[src/rtl/fifo_burst_reader_pkg.sv]
// capture_pkg: shared types and widths for the capture-FIFO read path.
//   state_t   : burst reader sequencing (IDLE / FETCH / PRESENT)
//   WORD_BITS : width of one capture word popped from the FIFO
//   LANES     : capture words packed into one output beat
//   BEAT_BITS : width of one output beat
package capture_pkg;

  localparam int unsigned WORD_BITS = 16;
  localparam int unsigned LANES     = 4;
  localparam int unsigned BEAT_BITS = WORD_BITS * LANES;

  typedef enum logic [1:0] {
    IDLE,
    FETCH,
    PRESENT
  } state_t;

endpackage

[src/rtl/fifo_burst_reader_flush_timer.sv]
// burst_flush_timer: idle timer that triggers a partial-burst flush.
// Only built when BURST_READER_TIMEOUT_EN is defined.
//   clk, reset : read-domain clock, synchronous active-high reset
//   count_en   : advance the counter this cycle
//   clear      : force the counter back to zero
//   expired    : counter has reached TIMEOUT_CYCLES (holds until cleared)
`ifdef BURST_READER_TIMEOUT_EN
module burst_flush_timer #(
  parameter int unsigned TIMEOUT_CYCLES = 1024
) (
  input  logic clk,
  input  logic reset,
  input  logic count_en,
  input  logic clear,
  output logic expired
);

  logic [31:0] count;

  assign expired = (count == 32'(TIMEOUT_CYCLES));

  always_ff @(posedge clk) begin
    if (reset || clear) begin
      count <= '0;
    end else if (count_en && !expired) begin
      count <= count + 32'd1;
    end
  end

endmodule
`endif

[src/rtl/fifo_burst_reader.sv]
// fifo_burst_reader: drains the capture FIFO read port and repacks 16-bit
// words into 64-bit beats grouped into bursts of BURST_BEATS beats. A burst
// starts only once a whole burst is buffered.
// Optional feature macro: BURST_READER_TIMEOUT_EN (idle timeout flushes a
// partial burst, zero-padding the final beat and marking it with out_keep).
//   clk, reset     : read-domain clock, synchronous active-high reset
//   fifo_rd_en     : pop request (data returns the following cycle)
//   fifo_rd_data   : popped capture word
//   fifo_rd_size   : FIFO occupancy (conservative lower bound)
//   fifo_rd_empty  : FIFO empty
//   out_valid/ready: beat handshake toward the memory writer
//   out_data       : beat, lane 0 = oldest word
//   out_keep       : per-lane valid mask
//   out_last       : final beat of a burst
//   burst_count    : completed bursts, wrapping
module fifo_burst_reader
  import capture_pkg::*;
#(
  parameter int unsigned BURST_BEATS    = 8,
  parameter int unsigned SIZE_BITS      = 10,
  parameter int unsigned TIMEOUT_CYCLES = 1024
) (
  input  logic                 clk,
  input  logic                 reset,
  output logic                 fifo_rd_en,
  input  logic [WORD_BITS-1:0] fifo_rd_data,
  input  logic [SIZE_BITS-1:0] fifo_rd_size,
  input  logic                 fifo_rd_empty,
  output logic                 out_valid,
  input  logic                 out_ready,
  output logic [BEAT_BITS-1:0] out_data,
  output logic [LANES-1:0]     out_keep,
  output logic                 out_last,
  output logic [31:0]          burst_count
);

  localparam int unsigned          BURST_WORDS = LANES * BURST_BEATS;
  localparam logic [SIZE_BITS-1:0] THRESHOLD   = SIZE_BITS'(BURST_WORDS);
  localparam logic [SIZE_BITS-1:0] FULL_BEATS  = SIZE_BITS'(BURST_BEATS);
  localparam logic [SIZE_BITS-1:0] ONE         = SIZE_BITS'(1);

  state_t               state;
  logic [SIZE_BITS-1:0] words_left;
  logic [SIZE_BITS-1:0] beats_left;
  logic [2:0]           issue_left;  // pops still to issue for this beat
  logic [1:0]           lane;        // next lane to capture into
  logic                 pop_q;       // a pop was issued last cycle: data is on fifo_rd_data now

  logic                 start_full;
  logic                 start_flush;
  logic [SIZE_BITS-1:0] start_words;
  logic [SIZE_BITS-1:0] start_beats;
  logic [SIZE_BITS-1:0] src_words;
  logic [2:0]           beat_words;

  assign start_full = (state == IDLE) && (fifo_rd_size >= THRESHOLD);

`ifdef BURST_READER_TIMEOUT_EN
  logic timer_count_en;
  logic timer_clear;
  logic timer_expired;

  assign timer_count_en = (state == IDLE) && !fifo_rd_empty && (fifo_rd_size < THRESHOLD);
  assign timer_clear    = (state != IDLE) || fifo_rd_empty;

  burst_flush_timer #(
    .TIMEOUT_CYCLES(TIMEOUT_CYCLES)
  ) u_flush_timer (
    .clk     (clk),
    .reset   (reset),
    .count_en(timer_count_en),
    .clear   (timer_clear),
    .expired (timer_expired)
  );

  // A full burst takes priority; a flush needs at least one word to move.
  assign start_flush = (state == IDLE) && timer_expired && !start_full && (fifo_rd_size != '0);
  assign start_words = start_full ? THRESHOLD  : fifo_rd_size;
  assign start_beats = start_full ? FULL_BEATS : (fifo_rd_size + SIZE_BITS'(3)) >> 2;
`else
  // TIMEOUT_CYCLES and fifo_rd_empty only matter when the flush timer is built.
  logic unused_timeout_cfg;
  assign unused_timeout_cfg = fifo_rd_empty | (TIMEOUT_CYCLES == 0);
  assign start_flush        = 1'b0;
  assign start_words        = THRESHOLD;
  assign start_beats        = FULL_BEATS;
`endif

  // Words to pop for the beat being started: min(4, words remaining).
  assign src_words  = (state == IDLE) ? start_words : words_left;
  assign beat_words = (src_words >= SIZE_BITS'(4)) ? 3'd4 : src_words[2:0];

  always_ff @(posedge clk) begin
    if (reset) begin
      state       <= IDLE;
      words_left  <= '0;
      beats_left  <= '0;
      issue_left  <= '0;
      lane        <= '0;
      pop_q       <= 1'b0;
      fifo_rd_en  <= 1'b0;
      out_valid   <= 1'b0;
      out_last    <= 1'b0;
      out_data    <= '0;
      out_keep    <= '0;
      burst_count <= '0;
    end else begin
      pop_q <= fifo_rd_en;
      case (state)
        IDLE: begin
          if (start_full || start_flush) begin
            words_left <= start_words - SIZE_BITS'(beat_words);
            beats_left <= start_beats;
            issue_left <= beat_words - 3'd1;
            fifo_rd_en <= 1'b1;
            lane       <= '0;
            out_data   <= '0;
            out_keep   <= '0;
            state      <= FETCH;
          end
        end
        FETCH: begin
          fifo_rd_en <= (issue_left != '0);
          if (issue_left != '0) begin
            issue_left <= issue_left - 3'd1;
          end
          if (pop_q) begin
            out_data[lane*WORD_BITS +: WORD_BITS] <= fifo_rd_data;
            out_keep[lane]                        <= 1'b1;
            lane                                  <= lane + 2'd1;
            // No pop in flight behind this one: this was the beat's last word.
            if (!fifo_rd_en) begin
              out_valid <= 1'b1;
              out_last  <= (beats_left == ONE);
              state     <= PRESENT;
            end
          end
        end
        PRESENT: begin
          if (out_ready) begin
            out_valid  <= 1'b0;
            out_last   <= 1'b0;
            beats_left <= beats_left - ONE;
            if (beats_left == ONE) begin
              burst_count <= burst_count + 32'd1;
              state       <= IDLE;
            end else begin
              words_left <= words_left - SIZE_BITS'(beat_words);
              issue_left <= beat_words - 3'd1;
              fifo_rd_en <= 1'b1;
              lane       <= '0;
              out_data   <= '0;
              out_keep   <= '0;
              state      <= FETCH;
            end
          end
        end
        default: state <= IDLE;
      endcase
    end
  end

endmodule
[config.mk]
export PLATFORM = sky130hd
export DESIGN_NAME = fifo_burst_reader
export DESIGN_NICKNAME = d
export VERILOG_FILES = /design/src/rtl/fifo_burst_reader_pkg.sv /design/src/rtl/fifo_burst_reader_flush_timer.sv /design/src/rtl/fifo_burst_reader.sv
export SDC_FILE = /design/constraint.sdc
export NUM_CORES = 1
export LEC_CHECK = 0
export CORE_ASPECT_RATIO = 2
export CORE_UTILIZATION = 46
export CTS_CLUSTER_DIAMETER = 60
export DETAILED_ROUTE_END_ITERATION = 10
export PLACE_DENSITY = 0.76
export SETUP_SLACK_MARGIN = 0.2
export SLEW_MARGIN = 0
export SYNTH_ARGS = -nofsm -noshare
export SYNTH_HDL_FRONTEND = slang
export SYNTH_SLANG_ARGS = --single-unit
[constraint.sdc]
create_clock -name clk -period 2.8 [get_ports clk]
set_input_delay 0.28 -clock clk [delete_from_list [all_inputs] [get_ports clk]]
set_output_delay 0.28 -clock clk [all_outputs]
set_load 0.02 [all_outputs]
==> impl_results.md, run 1 <==
- Most used flip-flop cell after synthesis: dfxtp_1
- DRT iter0 DRCs: approximately 370
- Dpl cells: 960
- Dpl cell area: between 7000 and 8000 sq um
- WP buf/inv: 1
- Required time of the critical path: between 3 and 4 ns
- Register-to-Register Path Depth: 11
- Antenna diodes: 0
- Critical Path Max Stage Delay: ~0.37 ns
- Clock network power share: approximately 46%
- Gr usage total: 26.6%
- Largest net degree at the start of global routing: between 60 and 70
- Fraction of registers with async set/reset: 0%
- Post-route cell area: slightly above 8000 sq um
- Final hold vios: 0
- Routed len/inst: 18.1 microns
- First-pass GRT wire length: just under 30 mm
- Status: complete, no violations
- Via density per instance: between 6 and 7
- Fin. max-slew vios: 0
- Pwr Total: approximately 4.8 mW
- Setup TNS: 0 ns
- Crit path capture: words_left[2]$_SDFFE_PP0P_
- Worst path slowest cell: dfxtp_1
- Clock buffer depth: 2
- CP dominant cell by count: nand2_1
- DR vias: between 6000 and 7000
- Drt total wl: 18.0 mm
- Crit path depth: 11
- RSZ-0062 raised after global routing: true
- Post-Syn Instances: roughly 700
- Area leader, netlist: dfxtp_1
- Internal power: around 3.5 mW
- Mapped Nets: about 750
- Avg Inst Size Synth: 8.68 sq um
- Slew margin rel.: 46.1%
- Die X: 83.5 microns
- Final core occ: a little over three fifths
- Worst slack, placed: roughly 0.031 ns
- Fin crit share: between 80 and 90%
- Worst min-delay path class: reg2reg
- Kind of start point of the critical path: flop
- Crit path max fanout: 8
- Worst-path clk slew: 0.06 ns
- Static Leakage: 2.93 nW
- Share of cells above drive strength 1: 13.2%
- Sequential share of the synthesized area: between 40% and 50%
- CP cell instances: nor4_4, and4_4, nand2_1, inv_1, ha_1, fa_2, nand2_1, mux2i_1, a31oi_1, o211ai_1, a21oi_1
- DP Wirelength: ~13 mm
- Starting density of the core: 47.0%
- Crit Path Class: reg2reg
- Non-Filler Instances: a little under 1000
- Worst r2r src: words_left[5]$_SDFFE_PP0P_
- Seq cells post-synth: ~130
- Port buffer count: approximately 130
- EDFF count, synth: 0
- Critical Path End Type: flop
- IO Count: ~130
- Worst Max-Slew Pin Slew: about 0.8 ns
- CTS tree: done
- Switch Pwr: approximately 1.3 mW
- Row count: slightly below 60
- Antenna violations before repair: 0
- Hold-fix buffers, CTS: 0
- Area of the die: 13800 sq um
- Unique cell type count in the Yosys netlist: 55
- Antenna-violating nets left: 0
- Comb power frac: 12.4%
- RR Endpoint: words_left[2]$_SDFFE_PP0P_
- Number of global-route vias before repair: 6008
- Die span in y: between 150 and 200 microns
- Final Wtd Congestion: roughly 0.9
- Core ar.: ~13000 sq um
- CTS Sinks: around 130
- Area contributors post-synth: dfxtp_1 (43%), nand4_1 (4.7%), nor2_1 (4.3%)
- Most frequent cell after synthesis: dfxtp_1
- Setup Skew: between 0.007 and 0.008 ns
- Final setup viols: 0
- Sw Share: between 20% and 30%
- Min cycle time layout: roughly 2.4 ns
- Worst setup startpoint: words_left[5]$_SDFFE_PP0P_
- Final Hold Slack: 0.472 ns
- PD cells: roughly 580 nW/um^2
- Clk root buf: clkbuf_16
- Grt ovf: 0
- MaxCap Viol Count: 0
- Yosys top cell area share: 43.0%
- Worst IR Drop VDD: roughly 0.49 mV
- R2R Setup Slk: ~0.36 ns
- Crit path max-delay family: simple AND/OR/NAND/NOR gates
- Fin worst setup slack: around 0.36 ns
- Fmax achieved: just over 400 MHz
- Top cells by count, synth: dfxtp_1 (131), nor2_1 (70), nand2_1 (48)
- Area grow syn2layout: 34.5%
- Remaining DRCs: 0
- CTS Buf Count: 17
- Synth warnings: 0
- Final net count: just under 900
- Critical Path AT: around 2.7 ns
- Worst-Skew Late Latency: between 0.4 and 0.5 ns
- Synthesized area: 6100 sq um
- DR pass1 iterations: 5
- Seq pwr share: between 40% and 50%
- H-tree Lvls: 4
[how the worst min path moves through the flow]
stage,start,to,slack (ns),cells after the start
after global placement,out_keep[0]$_SDFFE_PP0P_,out_keep[0]$_SDFFE_PP0P_,0.45,1
final,out_data[28]$_SDFFE_PP0P_,out_data[28]$_SDFFE_PP0P_,0.47,2
after detailed placement,out_keep[1]$_SDFFE_PP0P_,out_keep[1]$_SDFFE_PP0P_,0.45,1
after floorplan,reset,burst_count[23]$_SDFFE_PP0P_,0.45,2
after global routing,out_data[44]$_SDFFE_PP0P_,out_data[44]$_SDFFE_PP0P_,0.49,2
after CTS,out_data[47]$_SDFFE_PP0P_,out_data[47]$_SDFFE_PP0P_,0.47,2
[sequential cells by signal, summed over array words and instances, names as in the netlist]
name and cells:
beats_left 10, words_left 10, state 2, out_last 1, out_valid 1, out_keep 4, burst_count 32, pop_q 1
fifo_rd_en 1, lane 2, out_data 64, issue_left 3
[layout make-up]
type / count / area (sq um)
timing repair buffer: 157 / 1500
inverter: 17 / 63.8
fill: 1088 / 4780
clock inverter: 14 / 154
tap: 152 / 190
multi-input combinational: 503 / 3250
clock buffer: 18 / 429
sequential: 131 / 2620
[metal layers]
| metal | up-vias | global-route usage (%) | share of wire, % |
|---|---|---|---|
| met4 | 0 | 17.2 | 5.7 |
| met1 | 2885 | 26.1 | 36 |
| met3 | 71 | 5.00 | 4.5 |
| met5 | - | 0 | 0 |
| met2 | 252 | 50.4 | 54 |
| li1 | 2886 | - | - |
[worst reg2reg max path: stages, from the launching register on]
cell and delay [ns]:
dfxtp_1 0.37, nor4_4 0.35, and4_4 0.33, nand2_1 0.09
inv_1 0.08, ha_1 0.21, fa_2 0.30, nand2_1 0.08
mux2i_1 0.17, a31oi_1 0.11, o211ai_1 0.11, a21oi_1 0.09
[cell usage in the layout, fill, tap and decap left out, types with 26 or more instances in the layout]
cell             Yosys  routed
a21oi_1             34      34
a31o_2              26      26
buf_4                2      30
clkdlybuf4s50_1      0     125
dfxtp_1            131     131
nand2_1             48      48
nand3_1             29      29
nand4_1             46      46
nor2_1              70      70
nor3_1              26      26
[cell families after synthesis]
group / share of synthesized area [%]
fa+ha+maj: 2.99
simple gates: 24.0
xor+xnor: 4.45
compound gates: 20.8
flops: 43.0
buf+inv: 4.55
mux: 0.328
[power by group through the flow]
stage / sequential, mW / clock (mW) / combinational [mW]
after global placement: 2.00 / 0 / 0.552
after detailed placement: 2.00 / 0 / 0.567
after floorplan: 2.01 / 0 / 0.350
after global routing: 1.97 / 2.32 / 0.637
final: 1.97 / 2.20 / 0.588
after CTS: 1.96 / 2.22 / 0.577
[what timing repair did]
action	CTS	global route
endpoints found under the hold margin	0	0
gates resized for setup	3	5
buffers inserted	0	0
endpoints found under the setup margin	22	10
pin swaps	0	3
No activity file was read; power rests on OpenSTA's default activity.
==> run 2, diff against run 1 <==
--- a/config.mk
+++ b/config.mk
@@ -12,5 +12,4 @@
 export PLACE_DENSITY = 0.76
 export SETUP_SLACK_MARGIN = 0.2
-export SLEW_MARGIN = 0
 export SYNTH_ARGS = -nofsm -noshare
 export SYNTH_HDL_FRONTEND = slang
==> constraint.sdc (replaced) <==
create_clock -name clk -period 2.8 [get_ports clk]
set_input_delay 0.42 -clock clk [delete_from_list [all_inputs] [get_ports clk]]
set_output_delay 0.42 -clock clk [all_outputs]
set_load 0.02 [all_outputs]
==> impl_results.md, run 2 (same netlist as run 1, synthesis figures left out) <==
- Antenna diodes: 0 (unchanged)
- PD cells: 608 nW/um^2 (+5.0%)
- Number of global-route vias before repair: 6062 (+0.90%)
- Clk root buf: clkbuf_16
- Hold-fix buffers, CTS: 0 (unchanged)
- Grt ovf: 0 (unchanged)
- Starting density of the core: 47.0% (unchanged)
- Fin. max-slew vios: 0 (unchanged)
- Via density per instance: 6.23 (+1.5%)
- Port buffer count: 126 (unchanged)
- DP Wirelength: 12.9 mm (-0.58%)
- Fmax achieved: 401 MHz (-2.2%)
- H-tree Lvls: 4 (unchanged)
- Setup TNS: 0 ns (unchanged)
- Hold Crit Start: out_data[46]$_SDFFE_PP0P_
- Kind of start point of the critical path: flop
- R2R Setup Slk: 0.30 ns (-0.05 ns)
- Gr usage total: 26.6% (+0.076 points)
- Area of the die: 13800 sq um (unchanged)
- Largest register FFs: 64 (unchanged)
- Largest reg by FF count: out_data
- Clock buffer depth: 2 (unchanged)
- Fin crit share: 89.1% (+1.9 points)
- Routed len/inst: 18.5 microns (+1.9%)
- Slew margin rel.: 51.0% (+4.9 points)
- Core ar.: 13000 sq um (unchanged)
- Die span in y: 165 microns (unchanged)
- Setup Skew: 0.00802 ns (+0.000765 ns)
- Worst r2r src: beats_left[1]$_SDFFE_PP0P_
- Remaining DRCs: 0 (unchanged)
- CTS tree: done
- Largest net degree at the start of global routing: 66 (unchanged)
- Final hold vios: 0 (unchanged)
- Register-to-Register Path Depth: 8 (-3)
- Worst-Skew Late Latency: 0.42 ns (about the same)
- First-pass GRT wire length: 29.4 mm (+0.69%)
- Drt total wl: 18.4 mm (+2.2%)
- Largest registers: out_data x64, burst_count x32
- CTS Buf Count: 17 (unchanged)
- RR Endpoint: burst_count[28]$_SDFFE_PP0P_
- Worst IR Drop VDD: 0.555 mV (+13%)
- Final Wtd Congestion: 0.854 (-3.0%)
- Worst Max-Slew Pin Slew: 0.733 ns (-0.0718 ns)
- Most frequent cells in the layout: dfxtp_1 (131), clkdlybuf4s50_1 (125), nor2_1 (69)
- CTS Sinks: 131 (unchanged)
- Crit Path Class: reg2reg
- Filler Cell Count: 1058 (-2.8%)
- DRT iter0 DRCs: 380 (+3.8%)
- Antenna-violating nets left: 0 (unchanged)
- Min cycle time layout: 2.50 ns (+0.0540 ns)
- Status: complete, no violations
- RSZ-0062 raised after global routing: true
- Final core occ: 64.0% (+0.77 points)
- DR vias: 6202 (+1.8%)
- Critical Path AT: 2.78 ns (+0.07 ns)
- Most common cell after layout, fill and taps aside: dfxtp_1
- DR pass1 iterations: 6 (+1)
- Crit path capture: burst_count[28]$_SDFFE_PP0P_
- Worst setup startpoint: beats_left[1]$_SDFFE_PP0P_
- Worst min-delay path class: reg2reg
- IO Count: 133 (unchanged)
- Row count: 59 (unchanged)
- Static Leakage: 2.98 nW (+2.0%)
- Share of cells above drive strength 1: 13.6% (+0.43 points)
- Crit path max fanout: 11 (+3)
- Antenna violations before repair: 0 (unchanged)
- MaxCap Viol Count: 0 (unchanged)
- Worst-path clk slew: 0.06 ns (about the same)
- Required time of the critical path: 3.08 ns (about the same)
- Die X: 83.5 microns (unchanged)
- Final net count: 874 (+0.34%)
- Critical Path End Type: flop
- Final setup viols: 0 (unchanged)
- Area grow syn2layout: 36.2%
run 2: final cells by class:
class                      instances  area (sq um)  share of cell area, %
clock buffer                      18           429                   5.16
sequential                       131          2620                   31.6
inverter                          17          63.8                  0.768
clock inverter                    14           224                   2.69
multi-input combinational        503          3250                   39.0
tap                              152           190                   2.29
timing repair buffer             160          1540                   18.5
run 2: how the worst min path moves through the flow:
stage / end / slack, ns / depth (start not counted)
after floorplan: words_left[0]$_SDFFE_PP0P_ / 0.46 / 2
after detailed placement: out_data[46]$_SDFFE_PP0P_ / 0.46 / 2
after global placement: out_keep[2]$_SDFFE_PP0P_ / 0.45 / 1
after CTS: out_data[46]$_SDFFE_PP0P_ / 0.47 / 2
after global routing: out_data[46]$_SDFFE_PP0P_ / 0.49 / 2
final: out_data[46]$_SDFFE_PP0P_ / 0.47 / 2
run 2: metrics by stage:
stage | total power [mW] | cells | hold WS, ns | instance area [sq um] | setup WS [ns]
after detailed placement | 2.58 | 960 | 0.459 | 7610 | 0.227
after global placement | 2.56 | 960 | 0.453 | 7610 | 0.245
final | 5.05 | 995 | 0.465 | 8310 | 0.304
after floorplan | 2.36 | 703 | 0.458 | 6100 | 0.201
after CTS | 5.05 | 992 | 0.467 | 8270 | 0.211
after global routing | 5.21 | 995 | 0.489 | 8310 | 0.146
run 2: what timing repair did:
| action | CTS | global route |
|---|---|---|
| setup endpoints to repair | 2 | 5 |
| pin swaps | 0 | 2 |
| resized for setup | 1 | 7 |
| buffers inserted | 0 | 3 |
run 2: critical path, stage by stage (launching register included):
cell and delay (ns):
dfxtp_1 0.33, inv_1 0.10, ha_1 0.17, or4b_1 0.59, nor3_1 0.30, nand4_1 0.13
buf_4 0.21, o311ai_0 0.38, o41ai_1 0.14
run 2: metal layers:
metal / global-route usage (%) / up-vias / share of wire, %
met2: 51.5 / 258 / 56
met3: 4.00 / 58 / 4.7
met4: 15.9 / 0 / 4.1
li1: - / 2880 / -
met5: 0 / - / 0
met1: 26.5 / 3006 / 36
run 2: power breakdown:
part	internal, mW	total [mW]	switching (mW)
registers	1.91	1.97	0.0521
clock network	1.60	2.49	0.890
logic	0.242	0.597	0.355
total	3.75	5.05	1.30
